`config.mk`:
```
export PLATFORM = sky130hd
export DESIGN_NAME = pipe_ctrl_flat
export DESIGN_NICKNAME = d
export VERILOG_FILES = /design/src/rtl/pipe_ctrl_if.sv /design/src/rtl/pipe_ctrl.sv /design/src/flat_wrapper.sv
export SDC_FILE = /design/constraint.sdc
export NUM_CORES = 1
export LEC_CHECK = 0
export ABC_AREA = 1
export CORE_ASPECT_RATIO = 0.5
export CORE_MARGIN = 5
export CORE_UTILIZATION = 28
export CTS_CLUSTER_SIZE = 25
export DETAILED_ROUTE_END_ITERATION = 7
export SYNTH_ARGS = -nofsm -noshare
export SYNTH_HDL_FRONTEND = slang
export SYNTH_SLANG_ARGS = --single-unit
```
`constraint.sdc`:
```
create_clock -name clk -period 2.9 [get_ports clk]
set_clock_uncertainty 0.1 [all_clocks]
set_input_delay 0.435 -clock clk [delete_from_list [all_inputs] [get_ports clk]]
set_output_delay 0.435 -clock clk [all_outputs]
set_load 0.01 [all_outputs]
```
`src/rtl/pipe_ctrl_if.sv`:
```
// Handshake bundle between the pipeline controller and its environment.
// Producer side: in_valid/in_data/stage_done. Controller side: in_ready,
// stage_valid, stage_data (stage k at slice k), stage_fire.
interface pipe_ctrl_if #(
    parameter int STAGES = 4,
    parameter int DATA_W = 64
);
    logic                     in_valid;
    logic [DATA_W-1:0]        in_data;
    logic                     in_ready;
    logic [STAGES-1:0]        stage_done;
    logic [STAGES-1:0]        stage_valid;
    logic [STAGES*DATA_W-1:0] stage_data;
    logic [STAGES-1:0]        stage_fire;

    modport master (
        output in_valid,
        output in_data,
        output stage_done,
        input  in_ready,
        input  stage_valid,
        input  stage_data,
        input  stage_fire
    );

    modport slave (
        input  in_valid,
        input  in_data,
        input  stage_done,
        output in_ready,
        output stage_valid,
        output stage_data,
        output stage_fire
    );
endinterface

```
`src/rtl/pipe_ctrl.sv`:
```
// In-order pipeline controller with backpressure, partial flush and
// saturating performance counters.
// Ports: clk, reset (sync, active-high); bus (pipe_ctrl_if.slave) carries
// the entry handshake and per-stage status; flush/flush_stage kill stages
// 0..flush_stage; cnt_clr zeroes retire_cnt, stall_cnt and bubble_cnt.
module pipe_ctrl #(
    parameter int STAGES = 4,
    parameter int DATA_W = 64,
    parameter int CNT_W  = 32
) (
    input  logic                      clk,
    input  logic                      reset,
    pipe_ctrl_if.slave                bus,
    input  logic                      flush,
    input  logic [$clog2(STAGES)-1:0] flush_stage,
    input  logic                      cnt_clr,
    output logic [CNT_W-1:0]          retire_cnt,
    output logic [CNT_W-1:0]          stall_cnt,
    output logic [CNT_W-1:0]          bubble_cnt
);

    logic [STAGES-1:0] valid_q, valid_d;
    logic [DATA_W-1:0] data_q [STAGES];
    logic [DATA_W-1:0] data_d [STAGES];

    logic [CNT_W-1:0] retire_q, retire_d;
    logic [CNT_W-1:0] stall_q, stall_d;
    logic [CNT_W-1:0] bubble_q, bubble_d;

    logic [STAGES-1:0] live;
    logic [STAGES:0]   rdy;
    logic [STAGES-1:0] kill;
    logic [STAGES-1:0] fire;
    logic [STAGES-1:0] inc;
    int                fs_lim;

    function automatic logic [CNT_W-1:0] sat_inc(
        input logic [CNT_W-1:0] v,
        input logic             en
    );
        return (en && (v != '1)) ? v + 1'b1 : v;
    endfunction

    // Handshake chain, evaluated from the oldest stage back to fetch.
    // While reset is held every stage looks empty, so in_ready reads 1
    // and nothing fires.
    always_comb begin
        live        = valid_q & ~{STAGES{reset}};
        rdy         = '0;
        rdy[STAGES] = 1'b1;
        for (int k = STAGES - 1; k >= 0; k--) begin
            rdy[k] = !live[k] || (bus.stage_done[k] && rdy[k+1]);
        end
    end

    // Out-of-range flush_stage folds onto the oldest stage.
    always_comb begin
        fs_lim = int'(flush_stage);
        if (fs_lim > STAGES - 1) begin
            fs_lim = STAGES - 1;
        end
        kill = '0;
        for (int k = 0; k < STAGES; k++) begin
            kill[k] = flush && (k <= fs_lim);
        end
    end

    always_comb begin
        fire = '0;
        for (int k = 0; k < STAGES; k++) begin
            fire[k] = live[k] && bus.stage_done[k]
                   && rdy[k+1] && !kill[k];
        end
        inc    = '0;
        inc[0] = bus.in_valid && rdy[0] && !kill[0];
        for (int k = 1; k < STAGES; k++) begin
            inc[k] = fire[k-1];
        end
    end

    // A ready stage takes whatever arrives (possibly nothing); a stalled
    // stage holds. Kill only clears the valid bit, payload stays put.
    always_comb begin
        valid_d = valid_q;
        for (int k = 0; k < STAGES; k++) begin
            data_d[k] = data_q[k];
        end
        if (rdy[0]) begin
            valid_d[0] = inc[0];
            if (inc[0]) begin
                data_d[0] = bus.in_data;
            end
        end
        for (int k = 1; k < STAGES; k++) begin
            if (rdy[k]) begin
                valid_d[k] = inc[k];
                if (inc[k]) begin
                    data_d[k] = data_q[k-1];
                end
            end
        end
        valid_d = valid_d & ~kill;
    end

    always_comb begin
        if (cnt_clr) begin
            retire_d = '0;
            stall_d  = '0;
            bubble_d = '0;
        end else begin
            retire_d = sat_inc(retire_q, fire[STAGES-1]);
            stall_d  = sat_inc(stall_q, bus.in_valid && !rdy[0]);
            bubble_d = sat_inc(bubble_q, !valid_q[STAGES-1]);
        end
    end

    always_ff @(posedge clk) begin
        if (reset) begin
            valid_q  <= '0;
            retire_q <= '0;
            stall_q  <= '0;
            bubble_q <= '0;
            for (int k = 0; k < STAGES; k++) begin
                data_q[k] <= '0;
            end
        end else begin
            valid_q  <= valid_d;
            retire_q <= retire_d;
            stall_q  <= stall_d;
            bubble_q <= bubble_d;
            for (int k = 0; k < STAGES; k++) begin
                data_q[k] <= data_d[k];
            end
        end
    end

    always_comb begin
        bus.stage_data = '0;
        for (int k = 0; k < STAGES; k++) begin
            bus.stage_data[k*DATA_W +: DATA_W] = data_q[k];
        end
    end

    assign bus.in_ready    = rdy[0];
    assign bus.stage_fire  = fire;
    assign bus.stage_valid = valid_q;

    assign retire_cnt = retire_q;
    assign stall_cnt  = stall_q;
    assign bubble_cnt = bubble_q;

endmodule

```
`src/flat_wrapper.sv`:
```
// flat-port wrapper written by rule: the top's interface ports become plain ports
module pipe_ctrl_flat 
#(
    parameter int STAGES = 4,
    parameter int DATA_W = 64,
    parameter int CNT_W  = 32
)
  (clk, reset, flush, flush_stage, cnt_clr, retire_cnt, stall_cnt, bubble_cnt, bus_in_valid, bus_in_data, bus_stage_done, bus_in_ready, bus_stage_valid, bus_stage_data, bus_stage_fire);
  pipe_ctrl_if #(.STAGES(STAGES), .DATA_W(DATA_W)) bus_i ();
  input  logic clk;
  input  logic reset;
  input  logic flush;
  input  logic [$clog2(STAGES)-1:0] flush_stage;
  input  logic cnt_clr;
  output logic [CNT_W-1:0] retire_cnt;
  output logic [CNT_W-1:0] stall_cnt;
  output logic [CNT_W-1:0] bubble_cnt;
  input wire logic [$bits(bus_i.in_valid)-1:0] bus_in_valid;
  input wire logic [$bits(bus_i.in_data)-1:0] bus_in_data;
  input wire logic [$bits(bus_i.stage_done)-1:0] bus_stage_done;
  output wire logic [$bits(bus_i.in_ready)-1:0] bus_in_ready;
  output wire logic [$bits(bus_i.stage_valid)-1:0] bus_stage_valid;
  output wire logic [$bits(bus_i.stage_data)-1:0] bus_stage_data;
  output wire logic [$bits(bus_i.stage_fire)-1:0] bus_stage_fire;
  assign bus_i.in_valid = bus_in_valid;
  assign bus_i.in_data = bus_in_data;
  assign bus_i.stage_done = bus_stage_done;
  assign bus_in_ready = bus_i.in_ready;
  assign bus_stage_valid = bus_i.stage_valid;
  assign bus_stage_data = bus_i.stage_data;
  assign bus_stage_fire = bus_i.stage_fire;
  pipe_ctrl #(.STAGES(STAGES), .DATA_W(DATA_W), .CNT_W(CNT_W)) u_core (.clk(clk), .reset(reset), .bus(bus_i), .flush(flush), .flush_stage(flush_stage), .cnt_clr(cnt_clr), .retire_cnt(retire_cnt), .stall_cnt(stall_cnt), .bubble_cnt(bubble_cnt));
endmodule
```
---- Word-level counts from Yosys, hierarchy flattened ----
Memory sizes are Yosys's and may differ from the RTL's.
Index checks and enable logic that the tools add are counted.
operators by class
  add/subtract/negate cells ............... 3
  $lt $le $gt $ge ......................... 3
  equal/unequal tests ..................... 3
  muxes and demuxes ....................... 19
  bitwise operators ....................... 8
  reduce and logical (&&, ||, !) cells .... 38
operators by type and width
  operator                 number
  $mux W64                 12
  $add A32 B1 Y32 const B  3
  $ne A32 B32 Y1 const B   3
  $logic_and A1 B1 Y1      23
  $logic_not A1 Y1         10
  $and A4 B4 Y4            2
  $not A4 Y4               2
  $mux W1                  7
  $le A2 B2 Y1 const A     2
  $logic_or A1 B1 Y1       4
  $or A1 B1 Y1             4
  $le A1 B2 Y1 const A     1
  $reduce_or A2 Y1         1
word-level totals
  register bits after elaboration ......... 100
  bits in writable memories ............... 256
  input port bits ......................... 75
  output and inout bits ................... 361
  word-level logic and storage cells ...... 79
  memories kept ........................... 1
memory list
  memory         words  width  rd ports  clocked after Yosys merged registers in  wr ports  line             source
  u_core.data_q  4      64     4         0                                        4         pipe_ctrl.sv:23  logic [DATA_W-1:0] data_q [STAGES];

---- Depth between registers and ports, before layout ----
  depth in word-level cells ............... 15
  depth in mapped cells ................... 13
  depth with buffers taken out ............ 12

---- Worst setup path before layout ----
OpenSTA, ideal clock, no wires.
  path type ............................... flip-flop to flip-flop
  start point ............................. register u_core.stall_q[0], in the netlist u_core.stall_cnt[0]
  end point ............................... register u_core.stall_q[21], in the netlist u_core.stall_cnt[21]
  setup time .............................. 0.132 ns
  arrival time ............................ 1.699 ns
  data required time ...................... 2.668 ns
  setup slack ............................. 0.969 ns
  stages on the path, launching flop included .. 11
  path buffers ............................ 2
  period minus slack after synthesis ...... 1.931 ns
  cells stage by stage .................... dfxtp_1 ha_1 nand2_2 nor2_4 nand3b_1 nor2_1 nand4_1 buf_2 buf_2 nand4_1 a21oi_1
on the way
  word-level cells in the longest chain between the ends .. 2
  elaborated cells on any way between the ends .. 3
  classes of those cells .................. add/sub (1); eq/ne (1); reduce/logical (1)
RTL lines
  item                                                                     line              source
  start: declaration                                                       pipe_ctrl.sv:27   logic [CNT_W-1:0] stall_q, stall_d;
  start signal: assignment                                                 pipe_ctrl.sv:129  stall_q <= stall_d;
  parallel branches: the longest is 2 deep, another holds $add A32 B1 Y32  n/a
Several ways; the timed one is not identified.
A chain may end at the register's enable or synchronous reset.

---- Final worst setup path ----
  start point ............................. input bus_stage_done[3]
  end point ............................... output bus_stage_fire[0]
on the way
  word-level cells in the longest chain between the ends .. 7
RTL lines
  item                               line                source
  start: declaration                 flat_wrapper.sv:20  input wire logic [$bits(bus_i.stage_done)-1:0] bus_stage_done;
  $logic_or A1 B1 Y1                 pipe_ctrl.sv:52     rdy[k] = !live[k] || (bus.stage_done[k] && rdy[k+1]);
  $logic_and A1 B1 Y1                pipe_ctrl.sv:52
  $logic_or A1 B1 Y1                 pipe_ctrl.sv:52
  $logic_and A1 B1 Y1                pipe_ctrl.sv:52
  $logic_or A1 B1 Y1                 pipe_ctrl.sv:52
  $logic_and A1 B1 Y1 (2 in series)  pipe_ctrl.sv:72     && rdy[k+1] && !kill[k];
  end: declaration                   flat_wrapper.sv:24  output wire logic [$bits(bus_i.stage_fire)-1:0] bus_stage_fire;
No other way between the ends.

==> qor.tcl <==
set qor(status) {complete, no violations}
set qor(start_kind) {primary input}
set qor(synth_top_family_by_area) {simple AND/OR/NAND/NOR gates}
set qor(cp.buffers_inverters) 4
set qor(clockBufferDepth) 3
set qor(chipHeight_um) 176
set qor(share_of_total_power_in_sequential_cells) 0.484
set qor(critPathMaxFanout) 4
set qor(synth.net_count) 2223
set qor(cts_repair_resize_count) 0
set qor(finalNetCount) 2600
set qor(slew_violations) 0
set qor(vias_per_cell) 4.66
set qor(syn_avg_cell_area_um2) 7.17
set qor(critical_path.slowest_cell) {sky130_fd_sc_hd__clkdlybuf4s50_1}
set qor(internal_power_mw) 7.89
set qor(tritoncts.num_buffers) 37
set qor(finished_cell_area_um2) 21500
set qor(worst_path_dominant_cell_family) {buffers and inverters}
set qor(place_hpwl_um) 40700
set qor(peak_freq_mhz) 371
set qor(grt_pass1_vias) 14000
set qor(synth_cell_types) 38
set qor(clock_tree_from_tritoncts) {done}
set qor(post_synth_inst_count) 2145
set qor(grt_setup_unrepaired) {no}
set qor(grt_pass1_wl_um) 87900
set qor(synthesized_area_fraction_occupied_by_xor_and_xnor_cells) 0.0222
set qor(p_leak_nw) 7.12
set qor(post_synth_mux_area_share) 0
set qor(grt_start_max_net_pins) 194
set qor(ys_seq_elements) 356
set qor(route.final.wire_length_um) 58100
set qor(timing_hold_violations_final) 0
set qor(design.die.area_um2) 60000
set qor(power_switching_share) 0.233
set qor(pwr-share-comb) 0.051
set qor(post-cts-setup-buffer-count) 0
set qor(insertion_delay_ns) 0.55
set qor(core_area_um2) 54100
set qor(globalRoute.totalOverflow) 0
set qor(synth_seq_area_share) 0.463
set qor(post_synth_and_or_nand_nor_area_fraction) 0.330
set qor(initial_core_util) 0.285
set qor(placer_congestion) 0.886
set qor(drt_iter0_drc) 1067
set qor(layout.filler_cells) 5627
set qor(ys_async_sr_fraction) 0
set qor(placed_cell_area_um2) 20300
set qor(timing.critical_path.to_type) {primary output}
set qor(cts.clk_slew.worst_paths_ns) 0.06
set qor(setup_viol) 0
set qor(power.density_nw_per_um2) 478
set qor(ant_nets) 0
set qor(min-delay-path-class) {primary input to flip-flop}
set qor(critical-path-max-stage-delay_ns) 0.55
set qor(io_port_bufs) 435
set qor(ys.warnings.count) 0
set qor(number_of_vias_in_the_routed_layout) 15200
set qor(final_layout_size_suffix_gt1_frac) 0.0594
set qor(crit_arrival_ns) 2.16
set qor(ir_worst_vdd_mv) 0.348
set qor(area_growth_syn_to_layout_pct) 39.7
set qor(net-switching-power_mw) 2.40
set qor(max_cap_viol_count) 0
set qor(drc_errors) 0
set qor(timing.slew.headroom) 0.350
set qor(setup.worst_path.class) {primary input to primary output}
set qor(drt-wirelength-per-cell_um) 17.8
set qor(design.portCount) 436
set qor(crit_required_ns) 2.37
set qor(design_power_total_mw) 10.3
set qor(die_x_extent_um) 342
set qor(ctsHoldBuffers) 0
set qor(power_frac_clock) 0.465
set qor(timing.critical_path.cells) {clkdlybuf4s50_1 > inv_1 > nand3_2 > nand2_1 > nand2_2 > nand2_2 > nand2_4 > nand3_2 > inv_2 > clkdlybuf4s50_1}
set qor(fin_setup_tns_ns) 0
set qor(ctsRootBufferMaster) {sky130_fd_sc_hd__clkbuf_16}
set qor(mappedNetlistArea_um2) 15400
set qor(synth-compound-area-share) 0.117
set qor(postSynth.topFlopCell) {sky130_fd_sc_hd__dfxtp_1}
set qor(antenna_found_initial) 3
set qor(period_share) 0.929
set qor(cts_sink_count) 356
set qor(synth_edf_count) 0
set qor(worst_slew_pin_slew_ns) 0.975
set qor(period_needed_ns) 2.69
set qor(drt_pre_antenna_iters) 5
set qor(h-tree-depth) 2
set qor(rows) 60
set qor(synthAdderAreaFrac) 0.00244
set qor(grtUsageTotal) 0.185
worst paths after layout:
check	start	endpoint	slack, ns	depth (start not counted)
worst max-delay path	bus_stage_done[3]	bus_stage_fire[0]	0.21	10
worst min-delay path	reset	u_core.bus.stage_valid[2]$_SDFF_PP0_	0.27	6
worst max register to register	u_core.stall_cnt[0]$_SDFFE_PP0P_	u_core.stall_cnt[21]$_SDFFE_PP0P_	0.66	9
worst min register to register	u_core.data_q[1][26]$_SDFFE_PP0P_	u_core.data_q[2][26]$_SDFFE_PP0P_	0.36	2
kinds of logic after synthesis:
kind of cell             Yosys count
AO/OA/AOI/OAI                    355
XOR/XNOR                          39
adder cells (fa/ha/maj)            3
buffers and inverters            210
flip-flops                       356
AND/OR/NAND/NOR                 1182
area by class of cell:
| type | instances | area, um2 | share of cell area |
|---|---|---|---|
| clock buffers | 52 | 1050 | 0.0489 |
| repair buffers | 463 | 4700 | 0.219 |
| multi-input cells | 1579 | 7280 | 0.339 |
| well taps | 713 | 892 | 0.0415 |
| flip-flops and latches | 356 | 7130 | 0.331 |
| clock inverters | 9 | 118 | 0.00547 |
| inverters | 85 | 319 | 0.0148 |
| diodes | 3 | 7.51 | 0.000349 |
cells in the mapped netlist, types with 4 or more instances:
master                     instances  share of area
sky130_fd_sc_hd__and3_1            6         0.0024
sky130_fd_sc_hd__dfxtp_1         356           0.46
sky130_fd_sc_hd__o21ai_0          81          0.026
sky130_fd_sc_hd__nor2_2            4         0.0016
sky130_fd_sc_hd__clkbuf_1         51          0.012
sky130_fd_sc_hd__nor3_1           23         0.0075
sky130_fd_sc_hd__a21oi_1         267          0.087
sky130_fd_sc_hd__nand2_4           4         0.0029
sky130_fd_sc_hd__inv_1            79          0.019
sky130_fd_sc_hd__buf_4            17         0.0083
sky130_fd_sc_hd__nand3_2          30          0.020
sky130_fd_sc_hd__nand3_1          70          0.023
sky130_fd_sc_hd__nor3_2            5         0.0033
sky130_fd_sc_hd__nand4_1          42          0.017
sky130_fd_sc_hd__nand2_2           7         0.0028
sky130_fd_sc_hd__xnor2_1          10         0.0057
sky130_fd_sc_hd__nor3b_1           4         0.0020
sky130_fd_sc_hd__buf_6             8         0.0059
sky130_fd_sc_hd__inv_2             6         0.0015
sky130_fd_sc_hd__buf_2            44          0.014
sky130_fd_sc_hd__nor2_1          280          0.068
sky130_fd_sc_hd__nand3b_1         21          0.010
sky130_fd_sc_hd__nand2_1         681           0.17
sky130_fd_sc_hd__xor2_1           29          0.017
power groups by stage:
stage          combinational, mW  sequential [mW]  clock (mW)
2_1_floorplan              0.213             5.10           0
3_3_place_gp               0.529             5.08           0
3_5_place_dp               0.530             5.08           0
4_1_cts                    0.531             4.97        4.95
5_1_grt                    0.563             4.98        5.16
6_report                   0.525             4.97        4.79
stage by stage:
stage | setup WS (ns) | utilization | instances | hold WS, ns
after global routing | 0.123 | 0.398 | 3260 | 0.276
after detailed placement | 0.208 | 0.376 | 3196 | 0.365
after global placement | 0.204 | 0.376 | 3196 | 0.361
after CTS | 0.199 | 0.398 | 3257 | 0.221
after floorplan | 0.969 | - | 2145 | 0.395
final | 0.207 | 0.398 | 3260 | 0.266
tightest hold or removal path, stage by stage:
cell and delay [ns]:
sky130_fd_sc_hd__buf_6 0.12, sky130_fd_sc_hd__nor2_1 0.06, sky130_fd_sc_hd__nand2_2 0.09, sky130_fd_sc_hd__nand2_1 0.06, sky130_fd_sc_hd__nand2_1 0.05, sky130_fd_sc_hd__inv_1 0.04
cells in the final DEF, fill, tap and decap left out, types with 5 or more instances in the layout:
cell and count:
sky130_fd_sc_hd__nand3b_1 21, sky130_fd_sc_hd__nor3_2 5, sky130_fd_sc_hd__inv_1 76, sky130_fd_sc_hd__nor3_1 23, sky130_fd_sc_hd__inv_2 9, sky130_fd_sc_hd__nand3_2 32, sky130_fd_sc_hd__clkbuf_1 8, sky130_fd_sc_hd__clkdlybuf4s50_1 434
sky130_fd_sc_hd__clkbuf_16 37, sky130_fd_sc_hd__buf_4 17, sky130_fd_sc_hd__nand3_1 68, sky130_fd_sc_hd__nor2_1 278, sky130_fd_sc_hd__nor2_2 5, sky130_fd_sc_hd__xor2_1 29, sky130_fd_sc_hd__dfxtp_1 356, sky130_fd_sc_hd__nand2_1 681
sky130_fd_sc_hd__and3_1 6, sky130_fd_sc_hd__nand2_2 7, sky130_fd_sc_hd__nand4_1 42, sky130_fd_sc_hd__buf_12 11, sky130_fd_sc_hd__o21ai_0 81, sky130_fd_sc_hd__a21oi_1 267, sky130_fd_sc_hd__clkbuf_8 7, sky130_fd_sc_hd__xnor2_1 10
per-layer routing:
metal / global-route usage / wire [um]
met4: 0.0640 / 1840
met1: 0.222 / 23800
met3: 0.0228 / 1900
met5: 0 / 0
met2: 0.342 / 30600
flip-flops by register name, indices dropped and copies added, names as in the netlist:
name,count
u_core.retire_cnt,32
u_core.data_q,256
u_core.bubble_cnt,32
u_core.bus.stage_valid,4
u_core.stall_cnt,32
Power figures use the tool's default switching activity.
